File: src/rtl/core_instr_queue.sv
`default_nettype none
// ============================================================================
// Module   : core_instr_queue
// Purpose  : In-order fetch-to-decode instruction queue that pairs snooped AR
//            addresses with R beats and drops stale beats after a flush.
// Revision : 1.0 - initial release
// ============================================================================
module core_instr_queue #(
    parameter int ADDR_WIDTH  = 32,
    parameter int INSTR_WIDTH = 32,
    parameter int DEPTH       = 4,
    parameter int CNT_W       = $clog2(DEPTH) + 1
) (
    input  logic                   clk,
    input  logic                   rst,
    input  logic                   flush,
    input  logic                   ARVALID,
    input  logic                   ARREADY,
    input  logic [ADDR_WIDTH-1:0]  ARADDR,
    input  logic [INSTR_WIDTH-1:0] RDATA,
    input  logic                   RVALID,
    output logic                   RREADY,
    output logic                   fetch_stall,
    output logic                   instr_valid,
    output logic [INSTR_WIDTH-1:0] instr,
    output logic [ADDR_WIDTH-1:0]  instr_pc,
    input  logic                   decode_ready,
    output logic                   overflow
);

    localparam int C_PTR_W  = $clog2(DEPTH);
    localparam int C_DISC_W = CNT_W + 1;
    localparam int C_SUM_W  = C_DISC_W + 1;
    localparam logic [C_DISC_W-1:0] C_DISC_MAX  = C_DISC_W'(DEPTH + 1);
    localparam logic [CNT_W-1:0]    C_FULL      = CNT_W'(DEPTH);
    localparam logic [CNT_W-1:0]    C_STALL_LVL = CNT_W'(DEPTH - 1);

    // Entry storage
    logic [ADDR_WIDTH-1:0]  pc_q     [DEPTH];
    logic [ADDR_WIDTH-1:0]  pc_d     [DEPTH];
    logic [INSTR_WIDTH-1:0] data_q   [DEPTH];
    logic [INSTR_WIDTH-1:0] data_d   [DEPTH];
    logic [DEPTH-1:0]       filled_q;
    logic [DEPTH-1:0]       filled_d;

    // Pointers and counters
    logic [C_PTR_W-1:0]  alloc_ptr_q,   alloc_ptr_d;
    logic [C_PTR_W-1:0]  fill_ptr_q,    fill_ptr_d;
    logic [C_PTR_W-1:0]  head_ptr_q,    head_ptr_d;
    logic [CNT_W-1:0]    alloc_cnt_q,   alloc_cnt_d;
    logic [CNT_W-1:0]    pend_cnt_q,    pend_cnt_d;
    logic [C_DISC_W-1:0] discard_cnt_q, discard_cnt_d;
    logic                overflow_q,    overflow_d;

    logic               w_ar_fire;
    logic               w_r_fire;
    logic               w_head_valid;
    logic               w_pop;
    logic               w_full;
    logic               w_alloc;
    logic               w_fill;
    logic               w_drop;
    logic [C_SUM_W-1:0] w_disc_sum;

    always_comb begin
        w_ar_fire    = ARVALID & ARREADY;
        w_r_fire     = RVALID & RREADY;
        w_head_valid = (alloc_cnt_q != '0) & filled_q[head_ptr_q];
        w_pop        = w_head_valid & decode_ready & ~flush;
        w_full       = (alloc_cnt_q == C_FULL);
        w_alloc      = w_ar_fire & ~flush & (~w_full | w_pop);
        w_fill       = w_r_fire & ~flush & (discard_cnt_q == '0);
        w_drop       = w_r_fire & ~flush & (discard_cnt_q != '0);
        // Everything allocated-but-unfilled at flush time, plus an AR landing
        // in the flush cycle, will still produce a beat that must be dropped.
        w_disc_sum   = C_SUM_W'(discard_cnt_q) + C_SUM_W'(pend_cnt_q)
                     + C_SUM_W'(w_ar_fire) - C_SUM_W'(w_r_fire);
    end

    always_comb begin
        pc_d          = pc_q;
        data_d        = data_q;
        filled_d      = filled_q;
        alloc_ptr_d   = alloc_ptr_q;
        fill_ptr_d    = fill_ptr_q;
        head_ptr_d    = head_ptr_q;
        alloc_cnt_d   = alloc_cnt_q;
        pend_cnt_d    = pend_cnt_q;
        discard_cnt_d = discard_cnt_q;
        overflow_d    = overflow_q;

        if (w_ar_fire & ~flush & w_full & ~w_pop) begin
            overflow_d = 1'b1;
        end

        if (flush) begin
            filled_d      = '0;
            alloc_ptr_d   = '0;
            fill_ptr_d    = '0;
            head_ptr_d    = '0;
            alloc_cnt_d   = '0;
            pend_cnt_d    = '0;
            discard_cnt_d = (w_disc_sum > C_SUM_W'(C_DISC_MAX)) ? C_DISC_MAX
                                                                : C_DISC_W'(w_disc_sum);
        end else begin
            if (w_pop) begin
                filled_d[head_ptr_q] = 1'b0;
                head_ptr_d           = head_ptr_q + 1'b1;
            end
            if (w_fill) begin
                data_d[fill_ptr_q]   = RDATA;
                filled_d[fill_ptr_q] = 1'b1;
                fill_ptr_d           = fill_ptr_q + 1'b1;
            end
            // When full, alloc only happens alongside a pop of the same slot,
            // so this write intentionally lands after the pop clear.
            if (w_alloc) begin
                pc_d[alloc_ptr_q]     = ARADDR;
                filled_d[alloc_ptr_q] = 1'b0;
                alloc_ptr_d           = alloc_ptr_q + 1'b1;
            end
            if (w_drop) begin
                discard_cnt_d = discard_cnt_q - 1'b1;
            end

            unique case ({w_alloc, w_pop})
                2'b10:   alloc_cnt_d = alloc_cnt_q + 1'b1;
                2'b01:   alloc_cnt_d = alloc_cnt_q - 1'b1;
                default: alloc_cnt_d = alloc_cnt_q;
            endcase

            unique case ({w_alloc, w_fill})
                2'b10:   pend_cnt_d = pend_cnt_q + 1'b1;
                2'b01:   pend_cnt_d = pend_cnt_q - 1'b1;
                default: pend_cnt_d = pend_cnt_q;
            endcase
        end
    end

    always_ff @(posedge clk) begin
        if (rst) begin
            for (int i = 0; i < DEPTH; i++) begin
                pc_q[i]   <= '0;
                data_q[i] <= '0;
            end
            filled_q      <= '0;
            alloc_ptr_q   <= '0;
            fill_ptr_q    <= '0;
            head_ptr_q    <= '0;
            alloc_cnt_q   <= '0;
            pend_cnt_q    <= '0;
            discard_cnt_q <= '0;
            overflow_q    <= 1'b0;
        end else begin
            for (int i = 0; i < DEPTH; i++) begin
                pc_q[i]   <= pc_d[i];
                data_q[i] <= data_d[i];
            end
            filled_q      <= filled_d;
            alloc_ptr_q   <= alloc_ptr_d;
            fill_ptr_q    <= fill_ptr_d;
            head_ptr_q    <= head_ptr_d;
            alloc_cnt_q   <= alloc_cnt_d;
            pend_cnt_q    <= pend_cnt_d;
            discard_cnt_q <= discard_cnt_d;
            overflow_q    <= overflow_d;
        end
    end

    always_comb begin
        RREADY      = (pend_cnt_q != '0) | (discard_cnt_q != '0);
        fetch_stall = (alloc_cnt_q >= C_STALL_LVL) | flush;
        instr_valid = w_head_valid;
        instr       = w_head_valid ? data_q[head_ptr_q] : '0;
        instr_pc    = w_head_valid ? pc_q[head_ptr_q]   : '0;
        overflow    = overflow_q;
    end

endmodule
`default_nettype wire

File: config.mk
export PLATFORM = sky130hd
export DESIGN_NAME = core_instr_queue
export DESIGN_NICKNAME = d
export VERILOG_FILES = /design/src/rtl/core_instr_queue.sv
export SDC_FILE = /design/constraint.sdc
export NUM_CORES = 1
export LEC_CHECK = 0
export BUFFER_PORTS_ARGS = -buffer_cell sky130_fd_sc_hd__clkbuf_2
export CAP_MARGIN = 20
export CORE_MARGIN = 2
export CORE_UTILIZATION = 57
export CTS_CLUSTER_DIAMETER = 120
export CTS_CLUSTER_SIZE = 20
export DETAILED_ROUTE_END_ITERATION = 8
export GPL_TIMING_DRIVEN = 0
export PLACE_DENSITY = 0.77
export SYNTH_ARGS = -nofsm -noshare
export SYNTH_HDL_FRONTEND = slang
export SYNTH_SLANG_ARGS = --single-unit
File: constraint.sdc
create_clock -name clk -period 9.3 [get_ports clk]
set_clock_uncertainty 0.15 [all_clocks]
set_input_delay 1.86 -clock clk [delete_from_list [all_inputs] [get_ports clk]]
set_output_delay 1.86 -clock clk [all_outputs]
set_load 0.05 [all_outputs]
# After elaboration in Yosys (flattened, before gate mapping)
# Cells that the tools add are included.
word_totals:
  elab_cells: 118
  in_bits: 71
  register_bits: 277
  output_inout_bits: 68
op_classes:
  n_lt_le_gt_ge: 13
  n_mux: 32
  n_reduce_logical: 15
  addsub: 11
  n_eq_ne: 5
  bitwise_logic: 26
op_table:
  columns: ["cell", "count"]
  rows:
  - ["$bwmux 128", 2]
  - ["$mux 32", 8]
  - ["$bmux 32 s2", 2]
  - ["$demux 32 s2", 2]
  - ["$mux 4", 8]
  - ["$and 1x1->1", 12]
  - ["$pmux 3 s2", 2]
  - ["$ge 3x3->1 const B", 3]
  - ["$lt 2x3->1 const B", 3]
  - ["$not 2->3", 3]
  - ["$and 4x4->4", 2]
  - ["$not 4->4", 2]
  - ["$add 2x1->2 const B", 3]
  - ["$add 3x1->3 const B", 2]
  - ["$demux 1 s2", 3]
  - ["$ge 2x1->1 const B", 3]
  - ["$lt 3x1->1 const B", 2]
  - ["$reduce_bool 2->1", 3]
  - ["$reduce_bool 3->1", 2]
  - ["$sub 3x1->3 const B", 2]
  - ["$add 4x3->5", 1]
  - ["$add 5x1->5", 1]
  - ["$gt 5x3->1 const B", 1]
  - ["$logic_and 1x1->1", 5]
  - ["other kinds (15)", 25]

# Logic depth before layout (Yosys ltp)
# Gate-level depths: netlist (run 1).
depth:
  ltp_word: 13
  ltp_mapped: 15
  mapped_depth_nobuf: 15

# Worst setup path after synthesis (run 1)
# OpenSTA, ideal clock, no wires.
synth_timing:
  kind: "input port to output port"
  start: "input flush"
  end: "output fetch_stall"
  required_ns: 7.290
  cell_stages: 3
  arrival_ns: 2.669
  setup_slack_ns: 4.621
  cell_sequence: "clkbuf_1 -> nor2_1 -> o21ai_0"
synth_between:
  elab_chain_cells: 1
synth_rtl:
  columns: ["item", "line_no", "source"]
  rows:
  - ["from (decl)", "16", "input logic flush,"]
  - ["$or 1x1->1", "172", "fetch_stall = (alloc_cnt_q >= C_STALL_LVL) | flush;"]
  - ["to (decl)", "23", "output logic fetch_stall,"]
# No other way between the ends.

# Worst setup path after layout (run 1)
layout_timing:
  start: "register head_ptr_q[0]"
  end: "output instr[30]"
layout_between:
  elab_chain_cells: 5
layout_rtl:
  columns: ["item", "line_no", "source"]
  rows:
  - ["from (decl)", "49", "logic [C_PTR_W-1:0] head_ptr_q, head_ptr_d;"]
  - ["from (signal assigned)", "162", "head_ptr_q <= head_ptr_d;"]
  - ["$not 2->3 (not written as such)", "174", "instr = w_head_valid ? data_q[head_ptr_q] : '0;"]
  - ["$bmux 32 s2", "174", null]
  - ["$mux 32 (not written as such) (2 in a row)", "174", null]
  - ["$mux 32 *", "174", null]
  - ["to (decl)", "25", "output logic [INSTR_WIDTH-1:0] instr,"]
# Every way passes the cells marked *; elsewhere a longest branch is shown, timed or not. The select of a mux whose other input is x is not followed.

==> parameters.txt, run 1 <==
Parameter                              Value

Clock tree
  Total of cells resized after clock tree synthesis ... 0
  Clock root buffer ... sky130_fd_sc_hd__clkbuf_16
  Latest clock arrival within the worst-skew pair ... 0.50 ns
  Longest Clk Path Bufs ... 3
  Setup Fix Bufs, Post-CTS ... 0
  # H-tree levels ... 1
  Clock tree from TritonCTS ... done
  Clock slew seen by the registers of the worst setup and hold paths ... 0.08 ns
  Number of clock sinks ... 277
  Num CTS Buffers ... 17
  Number of buffers inserted by hold repair at cts ... 0

STA
  Tmin final ... 5.387 ns
  Final total negative setup slack ... 0 ns
  Final worst path period share ... 57.93%
  Max frequency ... 185.6 MHz
  Setup repair after global routing missed its margin ... no
  Endpoints failing setup ... 0
  Relative slew slack ... 36.19%
  Number of max-slew violations in the final report ... 0
  Measured slew at the worst slew-check pin ... 0.9571 ns
  Hold Vio Cnt, Final ... 0

Critical path
  Element type at the critical path start ... flip-flop
  Cells on worst reg2reg path ... 15
  Data arrival time of the worst path ... about 3.4 ns
  WP buf/inv ... 4
  Worst path most repeated cell ... sky130_fd_sc_hd__clkbuf_1
  Standard cell with the maximum stage delay on the critical path ... sky130_fd_sc_hd__clkbuf_1
  Critical path type ... reg -> out
  Critical Path Stages ... 6
  Crit path capture type ... output pin
  Crit Path Max Fanout ... 10
  CP required ... 7.29 ns
  Slowest cell delay on critical path ... 0.62 ns
  Cell Chain, Critical Path ... buf_2 > clkbuf_1 > clkbuf_1 > mux4_2 > and3_1 > clkbuf_2
  Cell family contributing the most delay on the critical path ... buffers and inverters

Layout
  Most common cell after layout, fill and taps aside ... sky130_fd_sc_hd__dfxtp_1
  Fillers ... approximately 1800
  Nets@finish ... 1563
  Number of diodes ... 0
  Area of all sequential standard cells ... 5545 um2
  Post-synthesis to final-layout area growth ... 11.85%
  Core utilization of the finished layout ... approximately 65%
  Fraction of layout instances using a drive strength above 1 ... between 10% and 20%
  Most frequent cells in the layout ... sky130_fd_sc_hd__dfxtp_1 (277), sky130_fd_sc_hd__nand2_1 (276), sky130_fd_sc_hd__nor2_1 (146)
  Multi-input logic area ... slightly above 6000 um2

Global route
  Number of antenna violations at the first check in global routing ... 0
  GRT Resource Usage Total ... 27.64%
  Largest net degree at the start of global routing ... 21
  First-pass GRT wire length ... between 40000 and 50000 um
  Number of global-route vias before repair ... 9629
  Grt total ovfl ... 0

Route
  Routed vias/inst ... 5.659
  Routed wire length ... between 30000 and 40000 um
  Total number of vias ... 9846
  Detailed-router iteration count before antenna repair ... 6
  Number of nets with antenna violations after detailed routing ... 0
  Remaining design rule violation count ... 0
  Detail-routed net length per standard cell ... 17.95 um
  Violation count after the first detailed-route iteration ... 795

Place
  Port Buffer Count ... 136
  Final HPWL from detailed placement ... about 22000 um
  Routability congestion estimate ... 0.8522

Floorplanning
  Effective utilization at floorplan ... 58.24%
  Chip Width ... around 150 um
  Boundary Pins ... between 100 and 150
  Site row count ... 53
  Area of the die ... 22730 um2
  Die boundary height ... ~150 um
  Floorplan Core Area ... 21090 um2

Logic synthesis
  Post-synthesis sequential area ratio ... between 40% and 50%
  Unique cell type count in the Yosys netlist ... 36
  Main area contributors after synthesis ... sky130_fd_sc_hd__dfxtp_1 (45%), sky130_fd_sc_hd__mux4_2 (12%), sky130_fd_sc_hd__mux2i_1 (11%)
  Cell type contributing the most total cell area after synthesis ... sky130_fd_sc_hd__dfxtp_1
  Post-Synthesis Net Count ... 1408
  Total number of yosys warnings ... 0
  Netlist area before placement ... 12280 um2
  Avg Inst Size Synth ... 9.367 um2
  Yosys reg bits ... between 200 and 300
  Area share of the leading cell type in the synthesized netlist ... between 40% and 50%
  Number of instances in the synthesized netlist ... between 1000 and 1500

Run
  Max_cap viols ... 0

Pwr
  Power density of the placed cells ... approximately 150 nW/um2
  Leakage power of the design ... 5.062 nW
  Overall power ... 2.086 mW
  Peak supply drop ... ~0.00013 V

Worst hold path
  Worst hold path stage count ... 2
  Worst min path class ... reg -> reg

Status
  Outcome ... finished, final reports clean
-- routing by layer --
layer  GRT usage (%)  part of all wire [%]
met1           35.18                    42
met4           7.383                   2.2
met3           4.337                   6.6
met2           49.05                    50
met5               0                     0
-- cells in the mapped netlist (all sizes together) --
cell type	instances
a211oi	3
mux4	65
xnor2	4
or2	1
nor4bb	1
or3	3
ha	22
o21bai	1
dfxtp	277
inv	26
fa	4
nand2	276
and3	64
nor2	150
mux2i	129
o2bb2ai	1
nand2b	1
a21oi	141
clkbuf	70
a2111oi	1
nand3	2
nand4	1
o21ai	4
nor3	8
and4b	1
o31ai	2
nor2b	3
a32o	2
a21o	1
and3b	1
and2	7
buf	33
nor3b	1
xor2	5
-- registers in the layout, summed over array words and instances, names as in the netlist --
name           count
overflow           1
data_q           128
filled_q           4
discard_cnt_q      4
alloc_cnt_q        3
alloc_ptr_q        2
fill_ptr_q         2
pc_q             128
pend_cnt_q         3
head_ptr_q         2
-- cell type report --
cell class | instances | share of cell area (%)
Multi-Input combinational cell | 905 | 45.28
Sequential cell | 277 | 40.37
Timing Repair Buffer | 136 | 4.955
Clock buffer | 17 | 3.097
Buffer | 103 | 3.042
Tap cell | 275 | 2.505
Inverter | 26 | 0.7105
Clock inverter | 1 | 0.03644
-- per-stage QoR --
stage          std cells  cell area [um2]  setup slack (ns)  hold WS [ns]
3_3_place_gp        1722            13310             4.523        0.2884
5_1_grt             1740            13740             3.821        0.3210
6_report            1740            13740             3.913        0.3058
3_5_place_dp        1722            13310             4.494        0.2949
4_1_cts             1740            13740             3.930        0.3066
2_1_floorplan       1311            12280             4.621        0.2831
-- worst paths after layout --
path	to	startpoint	slack [ns]
worst min register to register	data_q[21]	data_q[21]	0.31
worst max register to register	discard_cnt_q[1]	discard_cnt_q[0]	5.61
worst min-delay path	data_q[21]	data_q[21]	0.31
worst max-delay path	instr[30]	head_ptr_q[0]	3.91
-- power by group --
group / total, mW / switching (mW) / internal (mW)
clock: 0.717 / 0.389 / 0.328
sequential: 1.20 / 0.00572 / 1.19
combinational: 0.169 / 0.108 / 0.0610
total: 2.09 / 0.503 / 1.58
-- worst reg2reg max path: cells and delay by family, from the launching register on --
kind / cells / cell delay [ns]
flip-flops: 1 / 0.33
adder cells (fa/ha/maj): 4 / 1.08
AO/OA/AOI/OAI: 4 / 0.98
buffers and inverters: 3 / 0.26
AND/OR/NAND/NOR: 4 / 0.78
-- kinds of logic after synthesis --
group           synth area share, %
simple gates                  17.88
flops                         45.16
mux                           22.44
compound gates                6.796
buf+inv                       4.198
fa+ha+maj                     2.894
xor+xnor                     0.6418
(Power assumes the default switching activity.)
==> run 2, diff against run 1 <==
--- a/config.mk
+++ b/config.mk
@@ -5,6 +5,7 @@
 export SDC_FILE = /design/constraint.sdc
 export NUM_CORES = 1
 export LEC_CHECK = 0
+export ABC_AREA = 1
 export BUFFER_PORTS_ARGS = -buffer_cell sky130_fd_sc_hd__clkbuf_2
 export CAP_MARGIN = 20
 export CORE_MARGIN = 2
@@ -13,7 +14,7 @@
 export CTS_CLUSTER_SIZE = 20
 export DETAILED_ROUTE_END_ITERATION = 8
 export GPL_TIMING_DRIVEN = 0
-export PLACE_DENSITY = 0.77
+export PLACE_DENSITY = 0.76
 export SYNTH_ARGS = -nofsm -noshare
 export SYNTH_HDL_FRONTEND = slang
 export SYNTH_SLANG_ARGS = --single-unit
==> constraint.sdc (replaced) <==
create_clock -name clk -period 5.52 [get_ports clk]
set_clock_uncertainty 0.15 [all_clocks]
set_input_delay 1.104 -clock clk [delete_from_list [all_inputs] [get_ports clk]]
set_output_delay 1.104 -clock clk [all_outputs]
set_load 0.05 [all_outputs]
==> run 2 against run 1 <==
Global-route usage increased by 4.5 points. Routed wire length rose by 37%. Setup slack got worse by 3.0 ns. Sequential share of layout area fell by 4.8 points. Total power up 77%. Critical path depth up 1. Clock power grew 76%. Synthesized cell count increased by 67%. Register-to-register slack got worse by 3.1 ns. Hold slack better by 0.031 ns. Core utilization down 0.86 points. Die area is 14% higher. Largest power group unchanged.
==> parameters.txt, run 2 <==
Parameter                              Value

Status
  Outcome ... finished, final reports clean

Logic synthesis
  Leading cell type by number of instances after synthesis ... sky130_fd_sc_hd__nor2_1
  Cell type contributing the most total cell area after synthesis ... sky130_fd_sc_hd__dfxtp_1
  Total number of yosys warnings ... 0
  Post-Synthesis Net Count ... 2289
  Commonest cells in the netlist ... sky130_fd_sc_hd__nor2_1 (530), sky130_fd_sc_hd__inv_1 (326), sky130_fd_sc_hd__nand2_1 (281)
  Fraction of registers with async set or reset after synthesis ... 0%
  Area share of the leading cell type in the synthesized netlist ... 39.48%
  Main area contributors after synthesis ... sky130_fd_sc_hd__dfxtp_1 (39%), sky130_fd_sc_hd__nor2_1 (14%), sky130_fd_sc_hd__o21ai_0 (9.0%)
  Unique cell type count in the Yosys netlist ... 33
  Netlist area before placement ... 14050 um2
  Yosys reg bits ... 277
  Commonest register cell after synthesis ... sky130_fd_sc_hd__dfxtp_1
  Number of instances in the synthesized netlist ... 2192
  Count of flip-flops with a built-in enable after synthesis ... 0
  Avg Inst Size Synth ... 6.408 um2
  Post-synthesis sequential area ratio ... just under 40%

Place
  Port Buffer Count ... 138
  Routability congestion estimate ... roughly 0.87
  Final HPWL from detailed placement ... 29850 um
  Worst setup slack after placement ... between 1.5 and 2 ns

Critical path
  Cell Chain, Critical Path ... clkbuf_1 > clkbuf_1 > nor2_1 > nor2_1 > o21ai_0 > a21oi_1 > clkbuf_2
  Crit Path Max Fanout ... 10
  Element type at the critical path start ... flip-flop
  Crit path capture type ... output pin
  Data arrival time of the worst path ... 3.38 ns
  Slowest cell delay on critical path ... ~0.69 ns
  Critical path type ... reg -> out
  Standard cell with the maximum stage delay on the critical path ... sky130_fd_sc_hd__clkbuf_1
  CP required ... 4.27 ns

STA
  Setup ws final ... 0.8848 ns
  Measured slew at the worst slew-check pin ... 0.8451 ns
  Final worst path period share ... 83.97%
  Hold Vio Cnt, Final ... 0
  Tmin final ... 4.635 ns
  Max frequency ... 215.7 MHz
  Endpoints failing setup ... 0
  Final total negative setup slack ... 0 ns
  Number of max-slew violations in the final report ... 0
  Relative slew slack ... 43.66%
  Setup repair after global routing missed its margin ... no

Floorplanning
  Chip Width ... 161.0 um
  Die boundary height ... 161.0 um
  Boundary Pins ... ~140
  Area of the die ... 25920 um2
  Floorplan Core Area ... 24250 um2
  Site row count ... 57
  Effective utilization at floorplan ... between 50% and 60%

Clock tree
  Clock slew seen by the registers of the worst setup and hold paths ... approximately 0.090 ns
  Clock tree from TritonCTS ... done
  Num CTS Buffers ... 17
  Latest clock arrival within the worst-skew pair ... approximately 0.52 ns
  # H-tree levels ... 1
  Setup Fix Bufs, Post-CTS ... 0
  Clock root buffer ... sky130_fd_sc_hd__clkbuf_16
  Number of buffers inserted by hold repair at cts ... 0
  Total of cells resized after clock tree synthesis ... 0
  Number of clock sinks ... 277
  Longest Clk Path Bufs ... 3

Worst hold path
  Worst min path class ... reg -> reg

Route
  Number of nets with antenna violations after detailed routing ... 0
  Violation count after the first detailed-route iteration ... 1397
  Routed wire length ... 42840 um
  Total number of vias ... between 10000 and 15000
  Routed vias/inst ... 5.453
  Detailed-router iteration count before antenna repair ... 6
  Remaining design rule violation count ... 0
  Detail-routed net length per standard cell ... between 15 and 20 um

Global route
  GRT Resource Usage Total ... 32.14%
  Number of global-route vias before repair ... 13420
  Largest net degree at the start of global routing ... 21
  Number of antenna violations at the first check in global routing ... 2
  First-pass GRT wire length ... 68230 um
  Grt total ovfl ... 0

Pwr
  Peak supply drop ... roughly 0.00019 V
  Leakage power of the design ... about 7 nW
  Power density of the placed cells ... 237.3 nW/um2

Layout
  Fillers ... approximately 2300
  Nets@finish ... 2446
  Post-synthesis to final-layout area growth ... 10.95%
  Fraction of layout instances using a drive strength above 1 ... 9.536%
  Top flop regs ... data_q x128, pc_q x128
  Multi-input logic area ... around 6600 um2
  Most frequent cells in the layout ... sky130_fd_sc_hd__nor2_1 (530), sky130_fd_sc_hd__inv_1 (326), sky130_fd_sc_hd__nand2_1 (281)
  Area of all sequential standard cells ... 5545 um2
  Most common cell after layout, fill and taps aside ... sky130_fd_sc_hd__nor2_1

Run
  Max_cap viols ... 0
## run 2: cell count changes after synthesis, sizes merged, moves of 7 or more
cell    delta
nand3     +15
mux2i    -129
nor3       -7
mux4      -65
buf       +24
and2       -7
inv      +311
and3      -64
a21oi      +9
o21ai    +267
clkbuf    +31
nand4    +128
nor2     +385
## run 2: per-layer routing
layer | part of all wire, % | vias up | global-route usage, %
met5 | 0.026 | - | 0
met4 | 3.6 | 2 | 13.27
met3 | 8.7 | 109 | 4.468
met2 | 45 | 635 | 52.46
met1 | 43 | 6676 | 43.05
li1 | - | 7159 | -
## run 2: stage by stage
| step | total power, mW | util [%] | area (um2) | instances | hold WS, ns |
|---|---|---|---|---|---|
| after global placement | 2.472 | 62.45 | 15140 | 2654 | 0.3052 |
| after floorplan | 2.359 | - | 14050 | 2192 | 0.2933 |
| after CTS | 3.701 | 64.26 | 15580 | 2673 | 0.3389 |
| final | 3.699 | 64.27 | 15580 | 2674 | 0.3366 |
| after detailed placement | 2.481 | 62.45 | 15140 | 2654 | 0.3202 |
| after global routing | 3.827 | 64.27 | 15580 | 2674 | 0.3625 |
## run 2: area by class of cell
class,instances,share of cell area (%)
Timing Repair Buffer,138,4.432
Inverter,337,8.117
Buffer,158,4.159
Sequential cell,277,35.58
Clock inverter,2,0.08831
Antenna cell,1,0.01606
Tap cell,324,2.601
Multi-Input combinational cell,1420,42.28
Clock buffer,17,2.730
## run 2: power by group
| group | internal, mW | switching (mW) | leakage (nW) |
|---|---|---|---|
| Clock | 0.557 | 0.699 | 0.218 |
| Combinational | 0.125 | 0.259 | 4.57 |
| Sequential | 2.04 | 0.0210 | 2.24 |
| Total | 2.72 | 0.979 | 7.02 |
## run 2: cell families after synthesis
| family | synth area share (%) |
|---|---|
| simple gates | 28.97 |
| fa+ha+maj | 2.530 |
| buf+inv | 13.62 |
| compound gates | 15.28 |
| flops | 39.48 |
| xor+xnor | 0.1247 |
## run 2: final timing paths
path                    startpoint          endpoint  slack, ns  cells after the start
hold / removal    discard_cnt_q[3]  discard_cnt_q[3]       0.34                      1
hold reg to reg   discard_cnt_q[3]  discard_cnt_q[3]       0.34                      1
setup / recovery     head_ptr_q[0]         instr[31]       0.88                      7
setup reg to reg  discard_cnt_q[0]  discard_cnt_q[0]       2.53                     16
## run 2: critical path, delay by kind of cell, from the launching register on
kind | cells | cell delay (ns)
AO/OA/AOI/OAI | 2 | 0.44
buffers and inverters | 3 | 1.71
flip-flops | 1 | 0.51
AND/OR/NAND/NOR | 2 | 0.18
